[src/rtl/bht_pkg.sv]
// rtl/bht_pkg.sv - shared helpers for the set-associative branch history table
package bht_pkg;

  function automatic int clog2(input int n);
    int r;
    r = 0;
    for (int i = 0; i < 32; i++) begin
      if ((1 << r) < n) r++;
    end
    return r;
  endfunction

  // Weakly-taken value; new entries start here and misses report one below it.
  function automatic int cnt_mid(input int w);
    return 1 << (w - 1);
  endfunction

  function automatic int cnt_sat_inc(input int v, input int w);
    return (v >= (1 << w) - 1) ? v : v + 1;
  endfunction

  function automatic int cnt_sat_dec(input int v);
    return (v <= 0) ? 0 : v - 1;
  endfunction

endpackage

[src/rtl/bht_assoc_if.sv]
// rtl/bht_assoc_if.sv - fetch lookup and execute update bundle for bht_assoc
interface bht_assoc_if #(
  parameter int ADDR_W = 10,
  parameter int CNT_W  = 2
);
  logic              flush;
  logic [ADDR_W-1:0] pc_4;
  logic              guess_hit;
  logic              guess_taken;
  logic [ADDR_W-1:0] guess_new_pc;
  logic [CNT_W-1:0]  guess_state;
  logic              update_en;
  logic [ADDR_W-1:0] update_pc_4;
  logic [ADDR_W-1:0] update_pc_remote;
  logic [CNT_W-1:0]  update_state_old;
  logic              branch_succ;

  modport master (
    output flush, pc_4, update_en, update_pc_4, update_pc_remote, update_state_old, branch_succ,
    input  guess_hit, guess_taken, guess_new_pc, guess_state
  );

  modport slave (
    input  flush, pc_4, update_en, update_pc_4, update_pc_remote, update_state_old, branch_succ,
    output guess_hit, guess_taken, guess_new_pc, guess_state
  );
endinterface

[src/rtl/bht_lru.sv]
// rtl/bht_lru.sv - true-LRU age tracking per set; age 0 is MRU, age WAYS-1 is the victim
module bht_lru
  import bht_pkg::*;
#(
  parameter int SETS = 4,
  parameter int WAYS = 2,
  localparam int IDX_W = clog2(SETS),
  localparam int WAY_W = clog2(WAYS)
) (
  input  logic             clk,
  input  logic             rst,
  input  logic             clr,
  input  logic             touch_en,
  input  logic [IDX_W-1:0] touch_set,
  input  logic [WAY_W-1:0] touch_way,
  output logic [WAY_W-1:0] victim [SETS]
);

  logic [WAY_W-1:0] age_q [SETS][WAYS];
  logic [WAY_W-1:0] age_d [SETS][WAYS];

  always_comb begin
    age_d = age_q;
    if (clr) begin
      for (int s = 0; s < SETS; s++)
        for (int w = 0; w < WAYS; w++)
          age_d[s][w] = WAY_W'(w);
    end else if (touch_en) begin
      // Everything younger than the touched way ages by one; the rest keep their rank.
      for (int w = 0; w < WAYS; w++)
        if (age_q[touch_set][w] < age_q[touch_set][touch_way])
          age_d[touch_set][w] = age_q[touch_set][w] + 1'b1;
      age_d[touch_set][touch_way] = '0;
    end
  end

  always_comb begin
    for (int s = 0; s < SETS; s++) begin
      victim[s] = '0;
      for (int w = 0; w < WAYS; w++)
        if (age_q[s][w] == WAY_W'(WAYS - 1)) victim[s] = WAY_W'(w);
    end
  end

  always_ff @(posedge clk or posedge rst) begin
    if (rst) begin
      for (int s = 0; s < SETS; s++)
        for (int w = 0; w < WAYS; w++)
          age_q[s][w] <= WAY_W'(w);
    end else begin
      age_q <= age_d;
    end
  end

endmodule

[src/rtl/bht_assoc.sv]
// rtl/bht_assoc.sv - set-associative branch history/target table with true-LRU replacement
// Optional BHT_FWD_EN: same-cycle update of the looked-up key is forwarded to the lookup outputs.
module bht_assoc
  import bht_pkg::*;
#(
  parameter int ADDR_W = 10,
  parameter int SETS   = 4,
  parameter int WAYS   = 2,
  parameter int CNT_W  = 2,
  localparam int IDX_W = clog2(SETS),
  localparam int WAY_W = clog2(WAYS),
  localparam int TAG_W = ADDR_W - IDX_W
) (
  input logic       clk,
  input logic       rst,
  bht_assoc_if.slave bus
);

  localparam logic [CNT_W-1:0] MID = CNT_W'(cnt_mid(CNT_W));

  logic              valid_q [SETS][WAYS];
  logic              valid_d [SETS][WAYS];
  logic [TAG_W-1:0]  tag_q   [SETS][WAYS];
  logic [TAG_W-1:0]  tag_d   [SETS][WAYS];
  logic [ADDR_W-1:0] tgt_q   [SETS][WAYS];
  logic [ADDR_W-1:0] tgt_d   [SETS][WAYS];
  logic [CNT_W-1:0]  cnt_q   [SETS][WAYS];
  logic [CNT_W-1:0]  cnt_d   [SETS][WAYS];

  logic [IDX_W-1:0]  l_set, u_set;
  logic [TAG_W-1:0]  l_tag, u_tag;
  logic              l_hit, u_hit;
  logic [WAY_W-1:0]  l_way, u_way, a_way;
  logic [CNT_W-1:0]  new_cnt;
  logic              touch_en;
  logic [WAY_W-1:0]  touch_way;
  logic [WAY_W-1:0]  victim [SETS];
  logic              hit;
  logic [CNT_W-1:0]  state;
  logic [ADDR_W-1:0] tgt;

  assign l_set = bus.pc_4[IDX_W-1:0];
  assign l_tag = bus.pc_4[ADDR_W-1:IDX_W];
  assign u_set = bus.update_pc_4[IDX_W-1:0];
  assign u_tag = bus.update_pc_4[ADDR_W-1:IDX_W];

  // Descending scans so the lowest-index match or free way is the one that sticks.
  always_comb begin
    l_hit = 1'b0;
    l_way = '0;
    u_hit = 1'b0;
    u_way = '0;
    a_way = victim[u_set];
    for (int w = WAYS - 1; w >= 0; w--) begin
      if (valid_q[l_set][w] && tag_q[l_set][w] == l_tag) begin
        l_hit = 1'b1;
        l_way = WAY_W'(w);
      end
      if (valid_q[u_set][w] && tag_q[u_set][w] == u_tag) begin
        u_hit = 1'b1;
        u_way = WAY_W'(w);
      end
      if (!valid_q[u_set][w]) a_way = WAY_W'(w);
    end
  end

  assign new_cnt = bus.branch_succ
                 ? CNT_W'(cnt_sat_inc(int'(bus.update_state_old), CNT_W))
                 : CNT_W'(cnt_sat_dec(int'(bus.update_state_old)));

  always_comb begin
    valid_d   = valid_q;
    tag_d     = tag_q;
    tgt_d     = tgt_q;
    cnt_d     = cnt_q;
    touch_en  = 1'b0;
    touch_way = '0;
    if (bus.flush) begin
      for (int s = 0; s < SETS; s++)
        for (int w = 0; w < WAYS; w++)
          valid_d[s][w] = 1'b0;
    end else if (bus.update_en) begin
      if (u_hit) begin
        cnt_d[u_set][u_way] = new_cnt;
        if (bus.branch_succ) tgt_d[u_set][u_way] = bus.update_pc_remote;
        touch_en  = 1'b1;
        touch_way = u_way;
      end else if (bus.branch_succ) begin
        valid_d[u_set][a_way] = 1'b1;
        tag_d[u_set][a_way]   = u_tag;
        tgt_d[u_set][a_way]   = bus.update_pc_remote;
        cnt_d[u_set][a_way]   = MID;
        touch_en  = 1'b1;
        touch_way = a_way;
      end
    end
  end

  always_comb begin
    hit   = l_hit;
    state = l_hit ? cnt_q[l_set][l_way] : MID - 1'b1;
    tgt   = tgt_q[l_set][l_way];
`ifdef BHT_FWD_EN
    if (bus.update_en && !bus.flush && bus.update_pc_4 == bus.pc_4) begin
      hit = l_hit | bus.branch_succ;
      if (u_hit)                state = new_cnt;
      else if (bus.branch_succ) state = MID;
      if (bus.branch_succ)      tgt   = bus.update_pc_remote;
    end
`endif
  end

  assign bus.guess_hit    = hit;
  assign bus.guess_state  = state;
  assign bus.guess_taken  = hit & state[CNT_W-1];
  assign bus.guess_new_pc = bus.guess_taken ? tgt : bus.pc_4;

  bht_lru #(.SETS(SETS), .WAYS(WAYS)) u_lru (
    .clk       (clk),
    .rst       (rst),
    .clr       (bus.flush),
    .touch_en  (touch_en),
    .touch_set (u_set),
    .touch_way (touch_way),
    .victim    (victim)
  );

  always_ff @(posedge clk or posedge rst) begin
    if (rst) begin
      for (int s = 0; s < SETS; s++)
        for (int w = 0; w < WAYS; w++)
          valid_q[s][w] <= 1'b0;
    end else begin
      valid_q <= valid_d;
    end
  end

  // Payload needs no reset: it is only observed through a set valid bit.
  always_ff @(posedge clk) begin
    tag_q <= tag_d;
    tgt_q <= tgt_d;
    cnt_q <= cnt_d;
  end

endmodule

[src/flat_wrapper.sv]
// flat-port wrapper written by rule: the top's interface ports become plain ports
module bht_assoc_flat import bht_pkg::*;
#(
  parameter int ADDR_W = 10,
  parameter int SETS   = 4,
  parameter int WAYS   = 2,
  parameter int CNT_W  = 2,
  localparam int IDX_W = clog2(SETS),
  localparam int WAY_W = clog2(WAYS),
  localparam int TAG_W = ADDR_W - IDX_W
)
  (clk, rst, bus_flush, bus_pc_4, bus_update_en, bus_update_pc_4, bus_update_pc_remote, bus_update_state_old, bus_branch_succ, bus_guess_hit, bus_guess_taken, bus_guess_new_pc, bus_guess_state);
  bht_assoc_if #(.ADDR_W(ADDR_W), .CNT_W(CNT_W)) bus_i ();
  input logic clk;
  input logic rst;
  input wire logic [$bits(bus_i.flush)-1:0] bus_flush;
  input wire logic [$bits(bus_i.pc_4)-1:0] bus_pc_4;
  input wire logic [$bits(bus_i.update_en)-1:0] bus_update_en;
  input wire logic [$bits(bus_i.update_pc_4)-1:0] bus_update_pc_4;
  input wire logic [$bits(bus_i.update_pc_remote)-1:0] bus_update_pc_remote;
  input wire logic [$bits(bus_i.update_state_old)-1:0] bus_update_state_old;
  input wire logic [$bits(bus_i.branch_succ)-1:0] bus_branch_succ;
  output wire logic [$bits(bus_i.guess_hit)-1:0] bus_guess_hit;
  output wire logic [$bits(bus_i.guess_taken)-1:0] bus_guess_taken;
  output wire logic [$bits(bus_i.guess_new_pc)-1:0] bus_guess_new_pc;
  output wire logic [$bits(bus_i.guess_state)-1:0] bus_guess_state;
  assign bus_i.flush = bus_flush;
  assign bus_i.pc_4 = bus_pc_4;
  assign bus_i.update_en = bus_update_en;
  assign bus_i.update_pc_4 = bus_update_pc_4;
  assign bus_i.update_pc_remote = bus_update_pc_remote;
  assign bus_i.update_state_old = bus_update_state_old;
  assign bus_i.branch_succ = bus_branch_succ;
  assign bus_guess_hit = bus_i.guess_hit;
  assign bus_guess_taken = bus_i.guess_taken;
  assign bus_guess_new_pc = bus_i.guess_new_pc;
  assign bus_guess_state = bus_i.guess_state;
  bht_assoc #(.ADDR_W(ADDR_W), .SETS(SETS), .WAYS(WAYS), .CNT_W(CNT_W)) u_core (.clk(clk), .rst(rst), .bus(bus_i));
endmodule
[config.mk]
export PLATFORM = sky130hd
export DESIGN_NAME = bht_assoc_flat
export DESIGN_NICKNAME = d
export VERILOG_FILES = /design/src/rtl/bht_pkg.sv /design/src/rtl/bht_assoc_if.sv /design/src/rtl/bht_lru.sv /design/src/rtl/bht_assoc.sv /design/src/flat_wrapper.sv
export SDC_FILE = /design/constraint.sdc
export NUM_CORES = 1
export LEC_CHECK = 0
export ABC_AREA = 0
export CAP_MARGIN = 30
export CORE_MARGIN = 4
export CORE_UTILIZATION = 65
export CTS_CLUSTER_SIZE = 14
export DETAILED_ROUTE_END_ITERATION = 8
export PLACE_DENSITY = 0.95
export SETUP_SLACK_MARGIN = 0.3
export SLEW_MARGIN = 25
export SYNTH_ARGS = -nofsm -noshare
export SYNTH_HDL_FRONTEND = slang
export SYNTH_SLANG_ARGS = --single-unit
[constraint.sdc]
create_clock -name clk -period 8.9 [get_ports clk]
set_input_delay 1.78 -clock clk [delete_from_list [all_inputs] [get_ports clk]]
set_output_delay 1.78 -clock clk [all_outputs]
set_load 0.05 [all_outputs]
==> flow_summary.json <==
{
  "io_pins": 51,
  "cts_hold_buf": 0,
  "clk_latency_ns": 0.43,
  "yosys.area.top_type": "edfxtp_1",
  "cts_resized": 0,
  "dp_slack_ns": 1.295,
  "worstPathArrival_ns": 5.89,
  "worstPathCellList": "buf_2 > mux4_2 > xor2_1 > nor4_2 > o2111ai_1 > nand2b_4 > o22ai_4 > mux2_4 > clkdlybuf4s50_1",
  "die_w_um": 126.8,
  "drtPass1Iterations": 5,
  "max_freq_mhz": 130.4,
  "synth_area_sq_um": 9168,
  "hp-class": "flop to flop",
  "grt_pass1_wl_um": 38240,
  "power.leakage_nw": 3.732,
  "antenna_found_initial": 0,
  "slew_headroom": 0.3605,
  "syn-instance-count": 622,
  "powerDensity_nw_per_um2": 178.0,
  "fp.dieH_um": 126.8,
  "peakVddDrop_v": 0.0001162,
  "multiInputGateArea_sq_um": 3707,
  "syn_to_final_growth_pct": 12.92,
  "final_common_cell": "edfxtp_1",
  "grt_pass1_vias": 6345,
  "fin_setup_tns_ns": 0,
  "drc": 0,
  "seq_area_sq_um": 5210,
  "syn-num-nets": 659,
  "grt_max_degree": 51,
  "fill_cells": 704,
  "rsz0062_at_grt": "no",
  "drive_gt1_frac": 0.2104,
  "clk_pin_slew_ns": 0.06,
  "status": "finished clean",
  "drv_cap": 0,
  "fin_skew_ns": 0.01155,
  "synth_area_leaders": "edfxtp_1 (52%), mux4_2 (12%), and3_1 (5.3%), dfrtp_1 (3.3%), mux2_4 (3.3%)",
  "num_vias": 6405,
  "critPathLaunchType": "primary input",
  "vias_per_cell": 7.491,
  "synth_async_sr_flop_share": 0.09091,
  "core_sq_um": 13830,
  "period_share": 0.8615,
  "clockBufferDepth": 2,
  "drt_iter0_markers": 1124,
  "start_util": 0.6630,
  "synth_edf_count": 160,
  "critical-path-top-delay-family": "buffers and inverters",
  "ant_nets": 0,
  "cts.sinks": 176,
  "drt-total-wl_um": 24570,
  "root_buffer": "clkbuf_16",
  "synth.avg_cell_area_sq_um": 14.74,
  "cp-end-kind": "output port",
  "worst-path-max-fanout": 29,
  "antennaDiodeCount": 0,
  "critPathMaxStageDelay_ns": 0.82,
  "min_period_ns": 7.667,
  "crit_type": "primary input to output port",
  "cts_buffers": 17,
  "ys.flop_type": "edfxtp_1",
  "gp_congestion": 0.9069,
  "worst_pin_slew_ns": 0.9557,
  "final-hold-violation-count": 0,
  "cts_tree": "yes",
  "final_core_util": 0.7487,
  "yosysUniqueCellTypes": 59,
  "post-dp-hpwl_um": 15560,
  "routedWlPerCell_um": 28.74,
  "cp.buffers_inverters": 2,
  "nets": 699,
  "numPortBuffers": 50,
  "slowest_stage": "clkdlybuf4s50_1",
  "layout_common_cells": "edfxtp_1 (160), and3_1 (78), mux4_2 (49)",
  "netlist.area_leader.share": 0.5241,
  "rows": 43,
  "grt_use_total": 0.3149,
  "synth_seq_cells": 176,
  "setup_viol": 0,
  "drv_slew": 0,
  "yosysWarnings": 0,
  "grt_remaining_overflow": 0,
  "seq_area_frac_synth": 0.5683,
  "cp.required_ns": 7.12,
  "htreeDepth": 4,
  "setup_ws_ns": 1.233,
  "post_cts_buffers": 0,
  "die-area_sq_um": 16070
}
per-layer routing:
| metal | up-vias | share of wire | routed length [um] | GRT usage |
|---|---|---|---|---|
| met5 | - | 0 | 0 | 0 |
| met4 | 0 | 0.042 | 1031 | 0.1161 |
| met3 | 116 | 0.13 | 3229 | 0.06147 |
| met2 | 684 | 0.49 | 11960 | 0.4975 |
| met1 | 3074 | 0.34 | 8355 | 0.4425 |
| li1 | 2531 | - | - | - |
stage by stage:
stage                     instances  instance area, sq um  power (mW)  hold WS [ns]
after floorplan                 622                  9168       1.036        0.4658
after global placement          820                  9728       1.087        0.4860
after detailed placement        821                  9736       1.095        0.5001
after CTS                       853                 10330       1.834        0.5189
after global routing            855                 10350       1.885        0.5299
final                           855                 10350       1.843        0.5309
power by group:
| group | internal, mW | switching, mW | total (mW) |
|---|---|---|---|
| logic | 0.0709 | 0.105 | 0.176 |
| clock network | 0.440 | 0.318 | 0.757 |
| registers | 0.906 | 0.00369 | 0.910 |
| total | 1.42 | 0.427 | 1.84 |
worst reg2reg max path: stages, from the launching register on:
cell and delay [ns]:
edfxtp_1 0.40, mux4_2 0.50, xnor2_1 0.30, nand3_1 0.20, or4_2 1.05, o21ai_2 0.19, buf_4 0.42, and3_1 0.62
cell usage after synthesis, types with 7 or more instances:
cell type  count
dfrtp_1       12
mux2i_1       19
nor3_1         8
xor2_1        17
buf_2          9
a21oi_1       19
mux4_2        49
o211ai_1      10
nor2_1        26
clkbuf_1      19
inv_1          8
and3_1        78
nand2_1       34
xnor2_1       23
edfxtp_1     160
mux2_4        20
o2bb2ai_1      7
and2_1        11
area by class of cell:
class	instances	share of cell area
clock buffers	17	0.04109
clock inverters	15	0.01644
inverters	9	0.003263
multi-input cells	396	0.3581
flip-flops and latches	176	0.5033
well taps	180	0.02175
repair buffers	62	0.05608
cell families (layout without fill, tap and decap cells):
group | after synthesis | after routing | synth area share
and+or+nand+nor | 181 | 181 | 0.1118
DFF | 176 | 176 | 0.5683
muxes | 93 | 93 | 0.1833
AOI/OAI and AO/OA | 81 | 81 | 0.06865
buffers and inverters | 50 | 103 | 0.02866
xor gates and xnor gates | 40 | 40 | 0.03821
adders and majority gates | 1 | 1 | 0.001092
worst paths after layout:
| check | from | to | slack [ns] | cells past startpoint |
|---|---|---|---|---|
| max | bus_pc_4[0] | bus_guess_new_pc[0] | 1.23 | 9 |
| min | u_core.valid_q[7] | u_core.valid_q[7] | 0.53 | 1 |
| max reg2reg | u_core.tag_q[9] | u_core.tgt_q[51] | 4.85 | 7 |
| min reg2reg | u_core.valid_q[7] | u_core.valid_q[7] | 0.53 | 1 |
| max in group asynchronous | rst | u_core.valid_q[4] | 6.77 | 2 |
| min in group asynchronous | rst | u_core.u_lru.age_q[1] | 1.72 | 2 |
registers in the layout, indices dropped and copies added, names as in the netlist:
name	count
u_core.u_lru.age_q	8
u_core.valid_q	8
u_core.tag_q	64
u_core.tgt_q	80
u_core.cnt_q	16
(Power assumes the default switching activity.)
